$ cat config.mk
export PLATFORM = sky130hd
export DESIGN_NAME = multicycle_control_fsm_flat
export DESIGN_NICKNAME = d
export VERILOG_FILES = /design/src/rtl/multicycle_control_fsm_if.sv /design/src/rtl/multicycle_control_fsm.sv /design/src/flat_wrapper.sv
export SDC_FILE = /design/constraint.sdc
export NUM_CORES = 1
export LEC_CHECK = 0
export CORE_MARGIN = 1.5
export CORE_UTILIZATION = 26
export DETAILED_ROUTE_END_ITERATION = 10
export GPL_TIMING_DRIVEN = 1
export SYNTH_ARGS = -nofsm -noshare
export SYNTH_HDL_FRONTEND = slang
export SYNTH_SLANG_ARGS = --single-unit
$ cat constraint.sdc
create_clock -name clk -period 2.8 [get_ports clk]
set_input_delay 0.7 -clock clk [delete_from_list [all_inputs] [get_ports clk]]
set_output_delay 0.7 -clock clk [all_outputs]
set_load 0.02 [all_outputs]
$ cat src/rtl/multicycle_control_fsm_if.sv
// rtl/multicycle_control_fsm_if.sv - control bus between the multi-cycle sequencer and the datapath
interface multicycle_control_fsm_if;
    logic [5:0] Opcode;
    logic       Zero;
    logic       mem_ready;
    logic       PCWrite;
    logic       PCWriteCond;
    logic       IorD;
    logic       MemRead;
    logic       MemWrite;
    logic       IRWrite;
    logic       MemtoReg;
    logic       RegDst;
    logic       RegWrite;
    logic       ALUSrcA;
    logic [1:0] ALUSrcB;
    logic [2:0] ALUOp;
    logic [1:0] PCSource;
    logic       instr_done;
    logic       illegal_op;
    logic       bus_error;
    logic [3:0] state_o;

    // Sequencer side: consumes IR/ALU/memory status, drives every control line
    modport master (
        input  Opcode, Zero, mem_ready,
        output PCWrite, PCWriteCond, IorD, MemRead, MemWrite, IRWrite,
               MemtoReg, RegDst, RegWrite, ALUSrcA, ALUSrcB, ALUOp,
               PCSource, instr_done, illegal_op, bus_error, state_o
    );

    // Datapath side
    modport slave (
        output Opcode, Zero, mem_ready,
        input  PCWrite, PCWriteCond, IorD, MemRead, MemWrite, IRWrite,
               MemtoReg, RegDst, RegWrite, ALUSrcA, ALUSrcB, ALUOp,
               PCSource, instr_done, illegal_op, bus_error, state_o
    );
endinterface

$ cat src/rtl/multicycle_control_fsm.sv
// rtl/multicycle_control_fsm.sv - multi-cycle MIPS main sequencer with memory wait/timeout handling
module multicycle_control_fsm #(
    parameter int unsigned MEM_TIMEOUT = 16
) (
    input  logic                       clk,
    input  logic                       reset,
    multicycle_control_fsm_if.master   bus
);

    typedef enum logic [3:0] {
        S_FETCH   = 4'd0,
        S_DECODE  = 4'd1,
        S_MEMADR  = 4'd2,
        S_MEMRD   = 4'd3,
        S_MEMWB   = 4'd4,
        S_MEMWR   = 4'd5,
        S_EXEC    = 4'd6,
        S_ALUWB   = 4'd7,
        S_BRANCH  = 4'd8,
        S_JUMP    = 4'd9,
        S_ILLEGAL = 4'd10
    } state_t;

    localparam logic [5:0] OP_RTYPE = 6'b000000;
    localparam logic [5:0] OP_ADDI  = 6'b001000;
    localparam logic [5:0] OP_ORI   = 6'b001101;
    localparam logic [5:0] OP_LW    = 6'b100011;
    localparam logic [5:0] OP_SW    = 6'b101011;
    localparam logic [5:0] OP_BEQ   = 6'b000100;
    localparam logic [5:0] OP_J     = 6'b000010;

    localparam logic [7:0] TIMEOUT_CNT = 8'(MEM_TIMEOUT);

    state_t     state, state_next;
    logic [7:0] wait_cnt, wait_cnt_next;
    logic       timeout;
    logic       is_rtype;

    // Timeout only fires if memory is still not ready; a late mem_ready completes normally
    assign timeout  = (wait_cnt == TIMEOUT_CNT) && !bus.mem_ready;
    assign is_rtype = (bus.Opcode == OP_RTYPE);
    assign bus.state_o = reset ? 4'd0 : state;

    // State and wait-counter registers
    always_ff @(posedge clk) begin
        if (reset) begin
            state    <= S_FETCH;
            wait_cnt <= 8'd0;
        end else begin
            state    <= state_next;
            wait_cnt <= wait_cnt_next;
        end
    end

    // Next-state and control decode; reset forces every control line low
    always_comb begin
        state_next      = S_FETCH;
        wait_cnt_next   = 8'd0;
        bus.PCWrite     = 1'b0;
        bus.PCWriteCond = 1'b0;
        bus.IorD        = 1'b0;
        bus.MemRead     = 1'b0;
        bus.MemWrite    = 1'b0;
        bus.IRWrite     = 1'b0;
        bus.MemtoReg    = 1'b0;
        bus.RegDst      = 1'b0;
        bus.RegWrite    = 1'b0;
        bus.ALUSrcA     = 1'b0;
        bus.ALUSrcB     = 2'b00;
        bus.ALUOp       = 3'b000;
        bus.PCSource    = 2'b00;
        bus.instr_done  = 1'b0;
        bus.illegal_op  = 1'b0;
        bus.bus_error   = 1'b0;
        if (!reset) begin
            case (state)
                S_FETCH: begin
                    bus.MemRead = !timeout;
                    bus.ALUSrcB = 2'b01;
                    bus.ALUOp   = 3'b110;
                    if (bus.mem_ready) begin
                        bus.IRWrite = 1'b1;
                        bus.PCWrite = 1'b1;
                        state_next  = S_DECODE;
                    end else if (timeout) begin
                        bus.bus_error = 1'b1;
                    end else begin
                        wait_cnt_next = wait_cnt + 8'd1;
                    end
                end
                S_DECODE: begin
                    bus.ALUSrcB = 2'b11;
                    bus.ALUOp   = 3'b110;
                    case (bus.Opcode)
                        OP_RTYPE, OP_ADDI, OP_ORI: state_next = S_EXEC;
                        OP_LW, OP_SW:              state_next = S_MEMADR;
                        OP_BEQ:                    state_next = S_BRANCH;
                        OP_J:                      state_next = S_JUMP;
                        default:                   state_next = S_ILLEGAL;
                    endcase
                end
                S_MEMADR: begin
                    bus.ALUSrcA = 1'b1;
                    bus.ALUSrcB = 2'b10;
                    bus.ALUOp   = 3'b110;
                    state_next  = (bus.Opcode == OP_LW) ? S_MEMRD : S_MEMWR;
                end
                S_MEMRD: begin
                    bus.IorD    = 1'b1;
                    bus.MemRead = !timeout;
                    if (bus.mem_ready) begin
                        state_next = S_MEMWB;
                    end else if (timeout) begin
                        bus.bus_error = 1'b1;
                    end else begin
                        state_next    = S_MEMRD;
                        wait_cnt_next = wait_cnt + 8'd1;
                    end
                end
                S_MEMWB: begin
                    bus.RegWrite   = 1'b1;
                    bus.MemtoReg   = 1'b1;
                    bus.instr_done = 1'b1;
                end
                S_MEMWR: begin
                    bus.IorD     = 1'b1;
                    bus.MemWrite = !timeout;
                    if (bus.mem_ready) begin
                        bus.instr_done = 1'b1;
                    end else if (timeout) begin
                        bus.bus_error = 1'b1;
                    end else begin
                        state_next    = S_MEMWR;
                        wait_cnt_next = wait_cnt + 8'd1;
                    end
                end
                S_EXEC, S_ALUWB: begin
                    bus.ALUSrcB = is_rtype ? 2'b00 : 2'b10;
                    bus.ALUOp   = is_rtype ? 3'b111 :
                                  (bus.Opcode == OP_ORI) ? 3'b101 : 3'b110;
                    if (state == S_EXEC) begin
                        bus.ALUSrcA = 1'b1;
                        state_next  = S_ALUWB;
                    end else begin
                        bus.RegWrite   = 1'b1;
                        bus.RegDst     = is_rtype;
                        bus.instr_done = 1'b1;
                    end
                end
                S_BRANCH: begin
                    bus.ALUSrcA     = 1'b1;
                    bus.ALUOp       = 3'b100;
                    bus.PCWriteCond = 1'b1;
                    bus.PCSource    = 2'b01;
                    bus.instr_done  = 1'b1;
                end
                S_JUMP: begin
                    bus.PCWrite    = 1'b1;
                    bus.PCSource   = 2'b10;
                    bus.instr_done = 1'b1;
                end
                S_ILLEGAL: begin
                    bus.illegal_op = 1'b1;
                end
                default: state_next = S_FETCH;
            endcase
        end
    end

endmodule
$ cat src/flat_wrapper.sv
// flat-port wrapper written by rule: the top's interface ports become plain ports
module multicycle_control_fsm_flat 
#(
    parameter int unsigned MEM_TIMEOUT = 16
)
  (clk, reset, bus_Opcode, bus_Zero, bus_mem_ready, bus_PCWrite, bus_PCWriteCond, bus_IorD, bus_MemRead, bus_MemWrite, bus_IRWrite, bus_MemtoReg, bus_RegDst, bus_RegWrite, bus_ALUSrcA, bus_ALUSrcB, bus_ALUOp, bus_PCSource, bus_instr_done, bus_illegal_op, bus_bus_error, bus_state_o);
  multicycle_control_fsm_if bus_i ();
  input  logic clk;
  input  logic reset;
  input wire logic [$bits(bus_i.Opcode)-1:0] bus_Opcode;
  input wire logic [$bits(bus_i.Zero)-1:0] bus_Zero;
  input wire logic [$bits(bus_i.mem_ready)-1:0] bus_mem_ready;
  output wire logic [$bits(bus_i.PCWrite)-1:0] bus_PCWrite;
  output wire logic [$bits(bus_i.PCWriteCond)-1:0] bus_PCWriteCond;
  output wire logic [$bits(bus_i.IorD)-1:0] bus_IorD;
  output wire logic [$bits(bus_i.MemRead)-1:0] bus_MemRead;
  output wire logic [$bits(bus_i.MemWrite)-1:0] bus_MemWrite;
  output wire logic [$bits(bus_i.IRWrite)-1:0] bus_IRWrite;
  output wire logic [$bits(bus_i.MemtoReg)-1:0] bus_MemtoReg;
  output wire logic [$bits(bus_i.RegDst)-1:0] bus_RegDst;
  output wire logic [$bits(bus_i.RegWrite)-1:0] bus_RegWrite;
  output wire logic [$bits(bus_i.ALUSrcA)-1:0] bus_ALUSrcA;
  output wire logic [$bits(bus_i.ALUSrcB)-1:0] bus_ALUSrcB;
  output wire logic [$bits(bus_i.ALUOp)-1:0] bus_ALUOp;
  output wire logic [$bits(bus_i.PCSource)-1:0] bus_PCSource;
  output wire logic [$bits(bus_i.instr_done)-1:0] bus_instr_done;
  output wire logic [$bits(bus_i.illegal_op)-1:0] bus_illegal_op;
  output wire logic [$bits(bus_i.bus_error)-1:0] bus_bus_error;
  output wire logic [$bits(bus_i.state_o)-1:0] bus_state_o;
  assign bus_i.Opcode = bus_Opcode;
  assign bus_i.Zero = bus_Zero;
  assign bus_i.mem_ready = bus_mem_ready;
  assign bus_PCWrite = bus_i.PCWrite;
  assign bus_PCWriteCond = bus_i.PCWriteCond;
  assign bus_IorD = bus_i.IorD;
  assign bus_MemRead = bus_i.MemRead;
  assign bus_MemWrite = bus_i.MemWrite;
  assign bus_IRWrite = bus_i.IRWrite;
  assign bus_MemtoReg = bus_i.MemtoReg;
  assign bus_RegDst = bus_i.RegDst;
  assign bus_RegWrite = bus_i.RegWrite;
  assign bus_ALUSrcA = bus_i.ALUSrcA;
  assign bus_ALUSrcB = bus_i.ALUSrcB;
  assign bus_ALUOp = bus_i.ALUOp;
  assign bus_PCSource = bus_i.PCSource;
  assign bus_instr_done = bus_i.instr_done;
  assign bus_illegal_op = bus_i.illegal_op;
  assign bus_bus_error = bus_i.bus_error;
  assign bus_state_o = bus_i.state_o;
  multicycle_control_fsm #(.MEM_TIMEOUT(MEM_TIMEOUT)) u_core (.clk(clk), .reset(reset), .bus(bus_i));
endmodule
==> results.md <==
* Port Buffers at 32
* Routed Antenna Nets at 0
* Layout cells sized above 1 at 31.1%
* Root Driver: clkbuf_8
* Crit path time final at 2.74 ns
* Clock net sink count at 12
* Main synth FF type: dfxtp_1
* Die W at 63.6 um
* Skew final at 0.00349 ns
* Worst setup SP type: primary input
* Instance count of the mapped netlist at 139
* Area delta synth->final at 58.9%
* Count leader, synth: nor2_1
* GRT Total Usage at 15.3%
* Setup-failing EPs final at 0
* Post-Syn Nets at 151
* WL per Instance at 12.6 um
* Synth Area per Inst at 6.88 um^2
* Worst path arrival time at 2.04 ns
* Data required time of the worst path at 2.10 ns
* Crit Path Class: primary input to primary output
* Via count at 1200
* Post-Syn Area at 956 um^2
* Max Freq at 366 MHz
* H-tree levels at 1
* First-pass GRT wire length at 4960 um
* Ys Warns at 0
* Ports at 34
* Rel. slew slack at 56.9%
* Die area at 0.00405 mm^2
* Slew Limit Fails at 0
* Drt pass-1 iters at 4
* Routed WL at 2970 um
* Maxcap violations at 0
* Leak at 0.662 nW
* Overall Power at 589 uW
* Largest net degree at the start of global routing at 19
* Worst-case clock buffer depth at 2
* Max FO, Critical Path at 3
* NumNets Final at 203
* Core Box Area at 0.00344 mm^2
* CP endpoint kind: primary output
* Hold Vio Cnt, Final at 0
* # rows at 21
* Post-synth EDFFs at 0
* # DRC at 0
* Post-CTS Setup Repair Bufs at 0
* Die height at 63.6 um
* Post-synth top cells: nor2_1 (28), dfxtp_1 (12), nand2_1 (9)
* Inserted Clock Buffers at 3
* Worst-margin pin slew at 0.646 ns
* Finished Core Util at 44.1%
* Status: completed
* Overflow after GRT at 0
* DP HPWL at 2270 um
* First-iteration detailed-routing DRC count at 37
* RePlAce Congestion at 0.925
* Fraction of registers with async set or reset after synthesis at 0%
* Final Cycle Share at 97.7%
* Antenna Cells at 0
* Synth Register Bits at 12
* Top post-synthesis cells by area: dfxtp_1 (25%), nor2_1 (11%), xor2_1 (4.6%)
* Unrepaired setup endpoints after global routing: false
* Worst skew pair latency at 0.25 ns
* Vias per cell at 5.08
* CTS tree: done
* Antenna violations before repair at 0
* Starting Density at 27.8%
* Yosys cell types at 35
* Register area share after synthesis at 25.1%
* Clock Pin Slew Worst Setup and Hold Paths at 0.05 ns
* PwrDens at 388 mW/mm^2
* Hold Crit Class: flip-flop to flip-flop
* Fillers at 362
* Yosys top cell area share at 25.1%
* Cell accounting for the most synthesized area: dfxtp_1
* DP Area at 0.00148 mm^2
* Peak supply drop at 0.000214 V
* Vias in the first global route at 1137
* Post-route cell area at 0.00152 mm^2
## logic make-up (layout without fill, tap and decap cells)
| group | Yosys count | in the layout | share of synthesized area (%) |
|---|---|---|---|
| xor+xnor | 8 | 8 | 7.33 |
| flops | 12 | 12 | 25.1 |
| simple gates | 78 | 78 | 41.4 |
| buf+inv | 15 | 66 | 6.28 |
| compound gates | 24 | 24 | 17.3 |
| fa+ha+maj | 2 | 2 | 2.62 |
## where the power goes
group | internal, mW | switching [mW] | total, mW | leakage (nW)
combinational | 0.0888 | 0.109 | 0.198 | 0.536
clock | 0.124 | 0.0662 | 0.191 | 0.0288
sequential | 0.179 | 0.0217 | 0.200 | 0.0973
total | 0.392 | 0.197 | 0.589 | 0.662
## metal layers
| metal | vias up | part of all wire [%] | wire [um] | global-route usage (%) |
|---|---|---|---|---|
| met5 | - | 0 | 0 | 0 |
| met4 | 0 | 1.3 | 40 | 5.16 |
| met3 | 4 | 5.6 | 166 | 3.93 |
| met2 | 35 | 48 | 1430 | 26.4 |
| met1 | 564 | 45 | 1330 | 18.2 |
| li1 | 597 | - | - | - |
## worst max-delay path, stage by stage
cell,delay (ns)
buf_6,0.09
or4_4,0.54
or3_4,0.36
a211oi_2,0.18
buf_4,0.17
## path summary, 6_finish.rpt
path	end	slack [ns]	cells past startpoint	start
worst max register to register	u_core.wait_cnt[6]	1.01	3	u_core.state[2]
worst min-delay path	u_core.wait_cnt[0]	0.49	1	u_core.wait_cnt[0]
worst max-delay path	bus_ALUOp[0]	0.06	5	bus_Opcode[4]
worst min register to register	u_core.wait_cnt[0]	0.49	1	u_core.wait_cnt[0]
## repair_timing
item                       CTS  global route
setup endpoints to repair   21            13
gates resized for setup     72            15
hold buffers                 0             0
pin swaps                    5             2
cloned                       0             1
## sequential cells by signal, summed over array words and instances (netlist names)
register,cells
u_core.state,4
u_core.wait_cnt,8
## cells in the final DEF, fill, tap and decap left out, drive strengths merged, types with 3 or more instances in the layout
master | netlist | routed
buf | 3 | 34
nor2 | 28 | 28
dfxtp | 12 | 12
dlygate4sd2 | 0 | 9
nand2 | 9 | 9
nand3 | 8 | 8
nor3 | 8 | 8
clkbuf | 6 | 8
inv | 6 | 6
clkdlybuf4s50 | 0 | 6
and3 | 6 | 6
nand2b | 5 | 5
a21oi | 5 | 5
xor2 | 5 | 5
o21ai | 4 | 4
a31oi | 3 | 3
xnor2 | 3 | 3
nor4 | 3 | 3
nor4b | 3 | 3
## stage by stage
stage	TNS, ns	std cells	hold slack [ns]	worst slack (ns)
after global placement	-6.73	231	0.471	-0.770
after global routing	0	236	0.534	0.0150
after CTS	-0.0468	235	0.498	-0.0173
after floorplan	0	139	0.448	0.0364
after detailed placement	-6.88	231	0.487	-0.802
final	0	236	0.488	0.0650
## area by class of cell
type	count	area, um^2	share of cell area, %
clock buffer	4	55.1	3.62
inverter	6	22.5	1.48
timing repair buffer	56	432	28.4
multi-input combinational	112	712	46.9
sequential	12	240	15.8
tap	46	57.6	3.79
No activity file was read; power rests on OpenSTA's default activity.
